File: src/rtl/alu_result_buffer.sv
// -----------------------------------------------------------------------------
// alu_result_buffer
//
// This block sits after the ALU. It stores each {status, result} pair from the
// ALU in a small FIFO. A slower consumer can then read the pairs at its own
// rate. The block also counts accepted results flagged as errors, counts
// dropped writes, and keeps a sticky overflow flag. Both counters saturate.
//
// Parameters
//   M       data width of the ALU result
//   DEPTH   number of FIFO entries (power of two, >= 2)
//   CNT_W   width of the error and drop counters
//   ERR_BIT index of the status bit that marks an error result
//
// Ports
//   i_clk         clock, rising edge
//   i_reset       asynchronous reset, active high
//   i_valid       write request (new ALU result this cycle)
//   i_result      ALU result
//   i_status      ALU status
//   i_rd_en       consumer read request
//   i_clr         synchronous clear of the counters and the overflow flag
//   o_rd_valid    read data is fresh this cycle (one-cycle pulse)
//   o_rd_result   result of the last entry read
//   o_rd_status   status of the last entry read
//   o_empty       FIFO holds 0 entries
//   o_full        FIFO holds DEPTH entries
//   o_count       current occupancy
//   o_err_count   accepted writes with the error bit set (saturating)
//   o_drop_count  rejected writes (saturating)
//   o_overflow    sticky: at least one write was dropped
// -----------------------------------------------------------------------------
module alu_result_buffer #(
  parameter int M       = 4,
  parameter int DEPTH   = 4,
  parameter int CNT_W   = 8,
  parameter int ERR_BIT = 3
) (
  input  logic                       i_clk,
  input  logic                       i_reset,
  input  logic                       i_valid,
  input  logic [M-1:0]               i_result,
  input  logic [3:0]                 i_status,
  input  logic                       i_rd_en,
  input  logic                       i_clr,
  output logic                       o_rd_valid,
  output logic [M-1:0]               o_rd_result,
  output logic [3:0]                 o_rd_status,
  output logic                       o_empty,
  output logic                       o_full,
  output logic [$clog2(DEPTH):0]     o_count,
  output logic [CNT_W-1:0]           o_err_count,
  output logic [CNT_W-1:0]           o_drop_count,
  output logic                       o_overflow
);

  localparam int AW = $clog2(DEPTH);
  localparam int CW = AW + 1;
  localparam int EW = M + 4;
  localparam logic [CNT_W-1:0] CNT_MAX = {CNT_W{1'b1}};
  localparam logic [CW-1:0]    FULL_CNT = CW'(DEPTH);

  // Storage and state registers
  logic [EW-1:0]    mem_q [DEPTH];
  logic [AW-1:0]    wr_ptr_q,    wr_ptr_d;
  logic [AW-1:0]    rd_ptr_q,    rd_ptr_d;
  logic [CW-1:0]    count_q,     count_d;
  logic             rd_valid_q,  rd_valid_d;
  logic [M-1:0]     rd_result_q, rd_result_d;
  logic [3:0]       rd_status_q, rd_status_d;
  logic [CNT_W-1:0] err_cnt_q,   err_cnt_d;
  logic [CNT_W-1:0] drop_cnt_q,  drop_cnt_d;
  logic             overflow_q,  overflow_d;

  logic             wr_acc;
  logic             rd_acc;
  logic             drop_ev;
  logic [EW-1:0]    rd_entry;

  assign o_empty = (count_q == '0);
  assign o_full  = (count_q == FULL_CNT);

  // A read is accepted only when the FIFO is not empty before the edge.
  // There is no bypass from write to read.
  // A write to a full FIFO is accepted only when a read frees a slot in
  // the same cycle.
  assign rd_acc   = i_rd_en & ~o_empty;
  assign wr_acc   = i_valid & (~o_full | rd_acc);
  assign drop_ev  = i_valid & ~wr_acc;
  assign rd_entry = mem_q[rd_ptr_q];

  // NOTE: every signal assigned in this block gets a default value first.
  // This prevents latches from being inferred on paths that do not assign it.
  always_comb begin
    wr_ptr_d    = wr_ptr_q;
    rd_ptr_d    = rd_ptr_q;
    count_d     = count_q;
    rd_valid_d  = 1'b0;
    rd_result_d = rd_result_q;
    rd_status_d = rd_status_q;
    err_cnt_d   = err_cnt_q;
    drop_cnt_d  = drop_cnt_q;
    overflow_d  = overflow_q;

    // DEPTH is a power of two, so the pointers wrap when they overflow.
    if (wr_acc) wr_ptr_d = wr_ptr_q + AW'(1);

    if (rd_acc) begin
      rd_ptr_d    = rd_ptr_q + AW'(1);
      rd_valid_d  = 1'b1;
      rd_result_d = rd_entry[M-1:0];
      rd_status_d = rd_entry[EW-1:M];
    end

    unique case ({wr_acc, rd_acc})
      2'b10:   count_d = count_q + CW'(1);
      2'b01:   count_d = count_q - CW'(1);
      default: count_d = count_q;
    endcase

    // A clear in the same cycle as an increment wins, and the increment is lost.
    if (i_clr) begin
      err_cnt_d  = '0;
      drop_cnt_d = '0;
      overflow_d = 1'b0;
    end else begin
      if (wr_acc && i_status[ERR_BIT] && (err_cnt_q != CNT_MAX))
        err_cnt_d = err_cnt_q + CNT_W'(1);
      if (drop_ev) begin
        overflow_d = 1'b1;
        if (drop_cnt_q != CNT_MAX) drop_cnt_d = drop_cnt_q + CNT_W'(1);
      end
    end
  end

  // NOTE: all sequential state uses non-blocking assignments. Each register
  // then updates from values taken before the edge, whatever the statement order.
  always_ff @(posedge i_clk or posedge i_reset) begin
    if (i_reset) begin
      wr_ptr_q    <= '0;
      rd_ptr_q    <= '0;
      count_q     <= '0;
      rd_valid_q  <= 1'b0;
      rd_result_q <= '0;
      rd_status_q <= '0;
      err_cnt_q   <= '0;
      drop_cnt_q  <= '0;
      overflow_q  <= 1'b0;
    end else begin
      wr_ptr_q    <= wr_ptr_d;
      rd_ptr_q    <= rd_ptr_d;
      count_q     <= count_d;
      rd_valid_q  <= rd_valid_d;
      rd_result_q <= rd_result_d;
      rd_status_q <= rd_status_d;
      err_cnt_q   <= err_cnt_d;
      drop_cnt_q  <= drop_cnt_d;
      overflow_q  <= overflow_d;
    end
  end

  // NOTE: the storage array is not reset. After reset the pointers and the
  // count mark every entry as invalid, so a stale entry can never be read.
  always_ff @(posedge i_clk) begin
    if (wr_acc) mem_q[wr_ptr_q] <= {i_status, i_result};
  end

  assign o_rd_valid   = rd_valid_q;
  assign o_rd_result  = rd_result_q;
  assign o_rd_status  = rd_status_q;
  assign o_count      = count_q;
  assign o_err_count  = err_cnt_q;
  assign o_drop_count = drop_cnt_q;
  assign o_overflow   = overflow_q;

endmodule

File: config.mk
export PLATFORM = sky130hd
export DESIGN_NAME = alu_result_buffer
export DESIGN_NICKNAME = d
export VERILOG_FILES = /design/src/rtl/alu_result_buffer.sv
export SDC_FILE = /design/constraint.sdc
export NUM_CORES = 1
export LEC_CHECK = 0
export CORE_MARGIN = 1
export CORE_UTILIZATION = 48
export DETAILED_ROUTE_END_ITERATION = 10
export PLACE_DENSITY = 0.74
export SETUP_SLACK_MARGIN = 0.4
export SYNTH_ARGS = -nofsm -noshare
export SYNTH_HDL_FRONTEND = slang
export SYNTH_SLANG_ARGS = --single-unit
File: constraint.sdc
create_clock -name i_clk -period 2.05 [get_ports i_clk]
set_input_delay 0.41 -clock i_clk [delete_from_list [all_inputs] [get_ports i_clk]]
set_output_delay 0.41 -clock i_clk [all_outputs]
set_load 0.02 [all_outputs]
# Yosys cells after proc, flatten, opt, wreduce, memory -nomap -nowiden
# Memory sizes are Yosys's and may differ from the RTL's. A register that Yosys moved wholly into a read port is not among the register bits.
# Index checks and enable logic that the tools add are counted.
word_totals:
  in_bits: 13
  ram_bits: 32
  mem_count: 1
  register_bits: 25
mem_list:
  columns: ["name", "words", "width", "rd", "rd_clocked_by_memory_dff", "wr", "line_no", "text"]
  rows:
  - ["mem_q", 4, 8, 1, 1, 1, "64", "logic [EW-1:0] mem_q [DEPTH];"]
op_classes:
  n_mux: 11
  n_addsub: 6
  eq_ne: 5
  bitwise: 7
  reduce_logical: 8
ops:
  columns: ["op", "n"]
  rows:
  - ["8-bit two-way mux", 5]
  - ["8-bit by 1-bit adder with 8-bit output, second input constant", 2]
  - ["8-bit != test, second input constant", 2]
  - ["2-bit nonzero test", 4]
  - ["3-bit case mux with 2 select lines", 1]
  - ["1-bit two-way mux", 5]
  - ["2-bit by 1-bit adder with 2-bit output, second input constant", 2]
  - ["3-bit by 1-bit adder with 3-bit output, second input constant", 1]
  - ["1-bit AND", 3]
  - ["3-bit == test, second input constant", 1]
  - ["3-bit zero test", 1]
  - ["1-bit NOT", 3]
  - ["3-bit by 1-bit subtractor with 3-bit output, second input constant", 1]
  - ["2-bit by 1-bit == test with 1-bit output, second input constant", 1]
  - ["2-bit == test, second input constant", 1]
  - ["1-bit logical AND", 2]
  - ["2-bit AND reduction", 1]
  - ["1-bit OR", 1]

# Logic depth before layout (Yosys ltp)
logic_depth:
  ltp_word: 9
  depth_mapped: 10
  mapped_depth_nobuf: 9

# Worst setup path before layout
# OpenSTA, ideal clock, no wires.
synth_timing:
  path_kind: "flip-flop to flip-flop"
  from: "register count_q[0] (netlist: o_count[0])"
  to: "register count_q[1] (netlist: o_count[1])"
  path_slack_ps: -491
  path_buffers: 1
  arrival_ps: 2461
  synth_period_minus_slack_ps: 2541
  path_stages_with_launch: 10
  path_cell_list: "dfrtp_1 nor3_1 nand2b_1 inv_2 buf_2 nand2_1 fa_1 a211oi_1 o21ai_0 a2bb2oi_1"
synth_via:
  elab_chain_len: 7
  elab_cells_between_ends: 13
  classes_between: "add/sub (2); eq/ne (3); mux (1); bitwise (5); reduce/logical (2)"
synth_lines:
  columns: ["element", "line_no", "text"]
  rows:
  - ["start, declared", "67", "logic [CW-1:0] count_q, count_d;"]
  - ["start signal, assigned", "152", "count_q <= count_d;"]
  - ["3-bit zero test *", "80", "assign o_empty = (count_q == '0);"]
  - ["named net o_empty", "49", "output logic o_empty,"]
  - ["1-bit NOT *", "87", "assign rd_acc = i_rd_en & ~o_empty;"]
  - ["1-bit AND *", "87", null]
  - ["named net rd_acc", "76", "logic rd_acc;"]
  - ["1-bit OR", "88", "assign wr_acc = i_valid & (~o_full | rd_acc);"]
  - ["1-bit AND", "88", null]
  - ["2-bit by 1-bit == test with 1-bit output or 2-bit == test (tied branches)", "115", "unique case ({wr_acc, rd_acc})"]
  - ["3-bit case mux with 2 select lines or 2-bit nonzero test (tied branches)", null, null]
# Mark *: on every way through the listed nets, which the timed path passes. The rest lies on a longest branch.
# A chain may end at the register's enable or synchronous reset.

# Worst setup path in the final report
layout_timing:
  from: "register count_q[1] (netlist: o_count[1])"
  to: "register count_q[1] (netlist: o_count[1])"
layout_via:
  elab_chain_len: 7
  elab_cells_between_ends: 13
  classes_between: "add/sub (2); eq/ne (3); mux (1); bitwise (5); reduce/logical (2)"
layout_lines:
  columns: ["element", "line_no"]
  rows:
  - ["3-bit zero test", "80"]
  - ["1-bit NOT", "87"]
  - ["1-bit AND", "87"]
  - ["1-bit OR", "88"]
  - ["1-bit AND", "88"]
  - ["2-bit by 1-bit == test with 1-bit output or 2-bit == test (tied branches)", "115"]
  - ["3-bit case mux with 2 select lines or 2-bit nonzero test (tied branches)", null]
# Several ways; a longest one is shown, not always the timed one.

==> impl_metrics.json <==
{
  "grt_pass1_vias": 1987,
  "synth_edf_count": 32,
  "start_util_pct": 51.1,
  "core_um2": 5680,
  "worstReg2RegEnd": "o_count[1]",
  "clockBufferDepth": 2,
  "syn_to_final_growth_pct": 35.2,
  "synth_area_leader_cell": "edfxtp_1",
  "overflow": 0,
  "drt_iter0_drc": 108,
  "antenna_cells": 0,
  "routed_via_density": 5.47,
  "fmax_mhz": 540,
  "dieArea_um2": 6360,
  "r2r_start": "o_count[1]",
  "grt_max_degree": 34,
  "grt_pass1_wl_um": 9850,
  "antenna_found_initial": 0,
  "ys_async_sr_fraction_pct": 50.8,
  "layout_min_cycle_time_ps": 1850,
  "synth_area_um2": 2900,
  "portBuffers": 43,
  "synth_area_leaders": "edfxtp_1 (33%), dfrtp_1 (28%), mux4_2 (6.2%)",
  "fp.dieW_um": 79.8,
  "worstSetupEndpoint": "o_count[1]",
  "fin_area_um2": 3920,
  "ir_worst_vdd_v": 0.000677,
  "crit_family": "flip-flops",
  "wl_per_cell_um": 16.7,
  "netlist.area_leader.share_pct": 33.1,
  "crit_path_end_kind": "flip-flop",
  "cts_tree": "done",
  "num_vias": 1991,
  "period_share_pct": 90.4,
  "drc": 0,
  "synthFlopType": "dfrtp_1",
  "die_y_um": 79.8,
  "reg2reg_slack_ps": 200,
  "ant_nets": 0,
  "crit_chain": "nor3_4, nand2b_4, inv_2, nand2_2, fa_2, a211oi_2, o21ai_1, a2bb2oi_1",
  "layout_common_cells": "edfxtp_1 (32), dlygate4sd2_1 (30), dfrtp_1 (27), buf_4 (27), a21oi_1 (11)",
  "crit_path_start": "o_count[1]",
  "power.density_nw_per_um2": 1150,
  "crit_path_top_delay_cell": "dfrtp_2",
  "place.gp.congestion": 0.781,
  "worst-path-stages": 8,
  "avgSynthCellArea_um2": 13.9,
  "p_leak_nw": 1.59,
  "nNetsFinal": 307,
  "track_usage_pct": 21.4,
  "yosysSeqAreaShare_pct": 61.6,
  "slowest_delay_ps": 460,
  "worstPathMaxFanout": 5,
  "io_pins": 44,
  "worstPathBufferInverterCount": 1,
  "grt_setup_unrepaired": "true",
  "drt_first_pass_iters": 4,
  "dp_hpwl_um": 3950,
  "slew_headroom_pct": 71.4,
  "ys_types": 44,
  "synth-seq-cells": 65,
  "num_rows": 27,
  "ys.warnings.count": 0,
  "maxCapViolations": 0,
  "h-tree-depth": 3,
  "cts_root_buffer": "clkbuf_8",
  "clk-insertion-delay-late_ps": 340,
  "fill_cells": 425,
  "hold_viol": 0,
  "holdWs_ps": 473,
  "reg2reg_depth": 8,
  "numCtsBuffers": 9,
  "maxSlewViolCount": 0,
  "fin_skew_ps": 9.12,
  "crit_arrival_ps": 2110,
  "start_kind": "flip-flop",
  "clkTransAtPathRegs_ps": 70,
  "status": "finished, final reports clean",
  "finalWirelength_um": 6080,
  "clkSinkCount": 65,
  "placed_cell_area_um2": 3540,
  "final_layout_size_suffix_gt1_share_pct": 30.8,
  "synth_nets": 229,
  "tightest_slew_ps": 427,
  "crit_type": "reg2reg",
  "syn_inst": 209,
  "setup_viol": 0,
  "cp.required_ps": 2300,
  "hold_class": "in2async",
  "final_common_cell": "edfxtp_1"
}
==> worst min path at each step <==
stage / start / end / depth (start not counted)
3_3_place_gp: o_rd_status[0] / o_rd_status[0] / 1
6_report: i_reset / rd_ptr_q[1] / 3
3_5_place_dp: o_rd_status[0] / o_rd_status[0] / 1
2_1_floorplan: i_result[0] / mem_q[0][0] / 0
4_1_cts: i_reset / o_rd_result[1] / 3
5_1_grt: o_rd_status[0] / o_rd_status[0] / 1
==> repair_timing <==
item	4_1_cts	5_1_grt
pin swaps	19	6
hold buffers	0	0
resized for setup	52	18
setup endpoints to repair	81	22
buffers inserted	10	5
==> cell type report <==
type | count | area (um^2) | share of cell area (%)
Sequential cell | 65 | 1790 | 45.7
Multi-Input combinational cell | 126 | 1150 | 29.3
Timing Repair Buffer | 75 | 666 | 17.0
Clock buffer | 11 | 131 | 3.35
Tap cell | 72 | 90.1 | 2.30
Clock inverter | 5 | 56.3 | 1.43
Inverter | 10 | 37.5 | 0.957
==> cell families after synthesis <==
| group | share of synthesized area [%] |
|---|---|
| flip-flops | 61.6 |
| AND/OR/NAND/NOR | 12.1 |
| AO/OA/AOI/OAI | 8.92 |
| buffers and inverters | 2.72 |
| multiplexers | 9.66 |
| adder cells (fa/ha/maj) | 3.28 |
| XOR/XNOR | 1.81 |
==> stage by stage <==
step	power (W)	cells	setup slack [ps]	setup TNS, ps	utilization (%)
floorplan	0.00280	209	-74.3	-138	-
global placement	0.00333	333	-204	-2140	62.5
detailed placement	0.00339	333	-280	-3600	62.5
CTS	0.00449	359	188	0	67.8
global route	0.00475	364	101	0	69.1
finish	0.00450	364	197	0	69.1
==> worst min-delay path, delay by kind of cell <==
family   cells  cell delay (ps)
buf+inv      3              830
==> synth_stat cells (2+ instances only) <==
master	number
dfrtp_1	33
edfxtp_1	32
a21oi_1	17
inv_1	9
mux4_2	8
nand2_1	8
o21ai_0	8
o31ai_1	8
or3_1	8
mux2_1	7
nor2_1	7
ha_1	6
nand3_1	6
and3_1	5
or4_1	5
xnor2_1	4
buf_2	3
nand4_1	3
o21ai_1	3
and4_1	2
buf_1	2
clkbuf_1	2
xor2_1	2
==> flip-flops by register name, summed over array words and instances, names as in the netlist <==
name          cells
o_err_count       8
mem_q            32
rd_ptr_q          2
o_overflow        1
o_rd_status       4
o_rd_valid        1
wr_ptr_q          2
o_rd_result       4
o_count           3
o_drop_count      8
==> metal layers <==
layer,up-vias,global-route usage [%],share of wire (%)
met5,-,0,0
met1,994,28.6,45
met2,32,33.2,50
met3,9,4.00,2.4
li1,956,-,-
met4,0,11.1,2.0
==> where the power goes <==
group | switching (W) | internal (W)
sequential | 0.000189 | 0.00168
clock | 0.000494 | 0.000563
combinational | 0.000768 | 0.000807
total | 0.00145 | 0.00305
Power figures use the tool's default switching activity.
==> RTL edit 1, RTL diff (config.mk and constraints unchanged) <==
Reset style: synchronous (`i_reset`), changed in one clocked block. Comments in the files are not updated.
--- a/src/rtl/alu_result_buffer.sv
+++ b/src/rtl/alu_result_buffer.sv
@@ -135,7 +135,7 @@
 
   // NOTE: all sequential state uses non-blocking assignments. Each register
   // then updates from values taken before the edge, whatever the statement order.
-  always_ff @(posedge i_clk or posedge i_reset) begin
+  always_ff @(posedge i_clk) begin
     if (i_reset) begin
       wr_ptr_q    <= '0;
       rd_ptr_q    <= '0;
Formal check against the unedited RTL: differs if i_reset is asserted again (counterexample within 4 cycles, from zero or initial values and one cycle with i_reset high); with i_reset held inactive, the same outputs for 10 cycles.
==> RTL edit 1 against the original RTL <==
- cell count is 8.2% higher
- die area is 2.4% lower
- largest cell class unchanged
- fmax grew 3.6%
- clock skew decreased by 3.0 ps
- area after synthesis decreased by 2.5%
- setup slack improved by 65 ps
- sequential cell count unchanged
- worst hold slack got worse by 19 ps
- wire length up 3.7%
- cell area down 0.29%
Power is not compared: it rests on default switching activity, and its combinational part moved more than twofold at a synthesized area within 25%.
==> RTL edit 1: results (changes against the original RTL) <==
first-pass GRT wire length 9560 um (was 9850 um); ys flop type dfxtp_1 (was dfrtp_1); final net count 337 (was 307); Place WS -269 ps (was -280 ps); Leak 1.51 nW; syn_area_per_cell 11.6 um^2 (was 13.9 um^2); # diodes 0 (unchanged); Yosys cell types 48 (was 44); largest net degree at the start of global routing 19 (was 34); type of the worst min-delay path reg2reg (was in2async); routing usage on met2 32.2% (was 33.2%); Synth Area in XOR/XNOR 1.55% (was 1.81%); WP data arrival 2030 ps (was 2110 ps); via count of the first global-routing pass 1,997 (was 1,987); peak supply drop ~0.5 mV; number of fill cells 429 (was 425); Via density 5.54 (was 5.47); adder-cell area share of the yosys netlist 3.36% (was 3.28%); area post-placement 3480 um^2 (was 3540 um^2); Worst Skew 6.12 ps (was 9.12 ps); status finished clean (unchanged); proportion of synthesized area in mux cells 6.72% (was 9.66%); Root Driver clkbuf_8 (unchanged); Max H-tree Level 3 (unchanged); layout cells sized above 1 31.7% (was 30.8%); CTS Buffer Depth 2 (unchanged); via count 2,182 (was 1,991); Top Family by Delay on Critical Path simple AND/OR/NAND/NOR gates (was flip-flops); Post-Place Cells 361 (was 333); CP max-delay cell fa_2 (was dfrtp_2); final estimated routing congestion in global placement 0.808 (was 0.781); CTS buffer count 9 (unchanged); DRT iter0 DRCs 127 (was 108); dpl hpwl 3960 um (was 3950 um); compound-gate portion of the synthesized area 11.3% (was 8.92%); peak fanout along the critical path 6 (was 5); GR met3 Demand/Resource 5.98% (was 4.00%); M1 GR Usage 26.6% (was 28.6%); Synth top cells by count 33 x dfxtp_1, 32 x edfxtp_1, 28 x nand2_1 (was 33 x dfrtp_1, 32 x edfxtp_1, 17 x a21oi_1); EDFF count, synth 32 (unchanged); Most flops, register mem_q (unchanged); gr ovfl total 0 (unchanged); worst stage delay on the critical path 430 ps (was 460 ps); max FFs per register 32 (unchanged); synth warn 0 (unchanged); IO buf count 43 (unchanged); register area share after synthesis 57.3% (was 61.6%); GRT Util Overall 20.8% (was 21.4%); First-pass DRT Iterations 4 (unchanged); Clk Latency, worst-skew pair 340 ps (about the same); Worst-Margin Slew 432 ps (was 427 ps); Clock transition at path regs 70 ps (about the same); synth top area cells edfxtp_1 34%, dfxtp_1 23%, mux4_2 6.4%, nand2_1 3.7%, a21oi_1 3.5% (was edfxtp_1 33%, dfrtp_1 28%, mux4_2 6.2%, a21oi_1 2.9%, mux2_1 2.7%); asr flop ratio synth 0% (was 50.8%); DRT Wirelength 6310 um (was 6080 um); post-synthesis net count 264 (was 229)
-- RTL edit 1: path summary, 6_finish.rpt --
check                                     from             end  slack [ps]  cells past startpoint
worst max-delay path                o_count[2]      o_count[1]         260                      6
worst min-delay path            o_rd_result[1]  o_rd_result[1]         450                      2
worst min register to register  o_rd_result[1]  o_rd_result[1]         450                      2
worst max register to register      o_count[2]      o_count[1]         260                      6
-- RTL edit 1: power breakdown --
group / internal (mW) / leakage (nW) / total (mW) / switching, mW
logic: 0.320 / 0.850 / 0.628 / 0.308
clock network: 0.553 / 0.0913 / 1.04 / 0.488
registers: 1.45 / 0.564 / 1.51 / 0.0634
total: 2.32 / 1.51 / 3.18 / 0.860
-- RTL edit 1: timing repair --
action / 4_1_cts / 5_1_grt
cloned: 1 / 0
endpoints found under the setup margin: 81 / 53
pin swaps: 9 / 18
endpoints found under the hold margin: 0 / 0
resized for setup: 48 / 33
setup buffers: 10 / 6
-- RTL edit 1: metal layers --
| layer | up-vias | part of all wire (%) |
|---|---|---|
| met5 | - | 0 |
| met4 | 0 | 1.7 |
| met3 | 11 | 4.9 |
| met2 | 53 | 49 |
| met1 | 1055 | 44 |
| li1 | 1063 | - |
-- RTL edit 1: kinds of logic (layout without fill, tap and decap cells) --
group,Yosys count,count (layout)
adders and majority gates,7,7
and+or+nand+nor,86,86
DFF,65,65
buffers and inverters,22,100
muxes,9,9
xor gates and xnor gates,5,5
AOI/OAI and AO/OA,50,50
-- RTL edit 1: layout make-up --
cell class,count,area [um^2],area share (%)
flip-flops and latches,65,1640,41.8
multi-input cells,157,1310,33.4
repair buffers,77,669,17.1
clock buffers,10,128,3.26
well taps,72,90.1,2.30
clock inverters,6,58.8,1.50
inverters,7,26.3,0.672
==> RTL edit 2, RTL diff (same settings) <==
Without the edit above. Change the parameter `CNT_W` from 8 to 12.
--- a/src/rtl/alu_result_buffer.sv
+++ b/src/rtl/alu_result_buffer.sv
@@ -33,7 +33,7 @@
 module alu_result_buffer #(
   parameter int M       = 4,
   parameter int DEPTH   = 4,
-  parameter int CNT_W   = 8,
+  parameter int CNT_W   = 12,
   parameter int ERR_BIT = 3
 ) (
   input  logic                       i_clk,
Interface: changed (resized o_drop_count and o_err_count); port bits go from 44 to 52. The function was not compared with the original's and may differ.
==> RTL edit 2 against the original RTL <==
- fmax decreased by 1.9%
- wire length increased by 38%
- count of clock-buffer cells in the layout decreased by 2
- critical path depth decreased by 3
- first-iteration DRC count increased by 46%
- sequential cell count increased by 8
- combinational power increased by 5%
- cell area increased by 22%
- area after synthesis increased by 15%
- total power increased by 5.1%
- setup slack got worse by 35 ps
- global-route usage increased by 1.2 points
- critical endpoint is now o_err_count[2]
- largest power group unchanged
- highest routed layer unchanged
==> RTL edit 2: results (changes against the original RTL) <==
R2R Path End o_err_count[2] (was o_count[1]); FF-to-FF Start o_count[0] (was o_count[1]); proportion of synthesized area in mux cells 6.01% (was 9.66%); layout cells sized above 1 38.7% (was 30.8%); Yosys cell types 43 (was 44); syn_area_per_cell 11.9 um^2 (was 13.9 um^2); wire per inst 17.9 um (was 16.7 um); reg2reg setup slack 160 ps (was 200 ps); status finished clean (unchanged); first-pass GRT wire length 12,600 um (was 9850 um); DRT iter0 DRCs 158 (was 108); GRT Util Overall 22.6% (was 21.4%); Worst Skew 5.57 ps (was 9.12 ps); worst reg2reg path depth 5 (was 8); final net count 403 (was 307); Synth top cells by count 41 x dfrtp_1, 37 x nand2_1, 32 x edfxtp_1 (was 33 x dfrtp_1, 32 x edfxtp_1, 17 x a21oi_1); Top Family by Delay on Critical Path simple AND/OR/NAND/NOR gates (was flip-flops); dpl hpwl 4900 um (was 3950 um); post-synthesis net count 301 (was 229); via count of the first global-routing pass 2,596 (was 1,987); Via density 5.81 (was 5.47); largest net degree at the start of global routing 42 (was 34); number of fill cells 446 (was 425); hold slack 467 ps (was 473 ps); IO buf count 51 (was 43); final estimated routing congestion in global placement 0.773 (was 0.781); peak supply drop 0.510 mV (was 0.677 mV); Post-Place Cells 425 (was 333); register area share after synthesis 59.3% (was 61.6%); asr flop ratio synth 56.2% (was 50.8%); worst stage delay on the critical path 560 ps (was 460 ps); Synth Area in XOR/XNOR 1.57% (was 1.81%); DRT Wirelength 8390 um (was 6080 um)
[RTL edit 2: changes by cell type after synthesis, moves of 6 or more]
cell,unedited run,this run
mux2_1,7,0
or4_1,5,15
o31ai_1,8,14
a21oi_1,17,23
dfrtp_1,33,41
nand2_1,8,37
[RTL edit 2: timing repair]
item,4_1_cts,5_1_grt
gates cloned,1,0
buffers inserted,12,14
pin swaps,24,19
setup endpoints to repair,96,60
gates resized for setup,72,46
[RTL edit 2: area by class of cell]
| type | instances | area, um^2 | area share (%) |
|---|---|---|---|
| inverters | 14 | 55.1 | 1.15 |
| clock inverters | 7 | 52.6 | 1.10 |
| flip-flops and latches | 73 | 2000 | 41.8 |
| repair buffers | 103 | 897 | 18.7 |
| clock buffers | 9 | 124 | 2.58 |
| multi-input cells | 182 | 1560 | 32.6 |
| well taps | 80 | 100 | 2.09 |
[RTL edit 2: worst max path at each step]
stage	depth (start not counted)	slack [ps]	endpoint	from
final	5	160	o_err_count[2]	o_count[0]
after global placement	5	-220	o_err_count[2]	i_rd_en
after detailed placement	5	-270	o_err_count[9]	i_rd_en
after global routing	8	140	o_count[1]	o_count[0]
after floorplan	10	-180	o_count[1]	o_count[2]
after CTS	8	190	o_count[1]	o_count[0]
[RTL edit 2: power breakdown]
part / internal (mW) / total [mW] / switching, mW
combinational: 0.820 / 1.66 / 0.837
sequential: 1.83 / 2.04 / 0.207
clock: 0.447 / 1.04 / 0.589
total: 3.10 / 4.73 / 1.63
[RTL edit 2: cell families (layout without fill, tap and decap cells)]
| group | count (synthesis) | in the layout |
|---|---|---|
| AO/OA/AOI/OAI | 53 | 53 |
| buffers and inverters | 26 | 133 |
| AND/OR/NAND/NOR | 106 | 106 |
| flip-flops | 73 | 73 |
| XOR/XNOR | 6 | 6 |
| adder cells (fa/ha/maj) | 7 | 7 |
| multiplexers | 10 | 10 |
[RTL edit 2: metal layers]
metal | wire length (um) | up-vias | part of all wire (%) | track usage (%)
li1 | - | 1266 | - | -
met1 | 3550 | 1362 | 42 | 30.0
met2 | 4340 | 77 | 52 | 36.9
met3 | 320 | 16 | 3.8 | 4.33
met4 | 181 | 0 | 2.2 | 9.24
met5 | 0 | - | 0 | 0
[RTL edit 2: per-stage QoR]
step	cell area, um^2	util [%]
floorplan	3430	-
global placement	4160	61.5
detailed placement	4160	61.5
CTS	4510	66.7
global route	4800	71.0
finish	4800	71.0
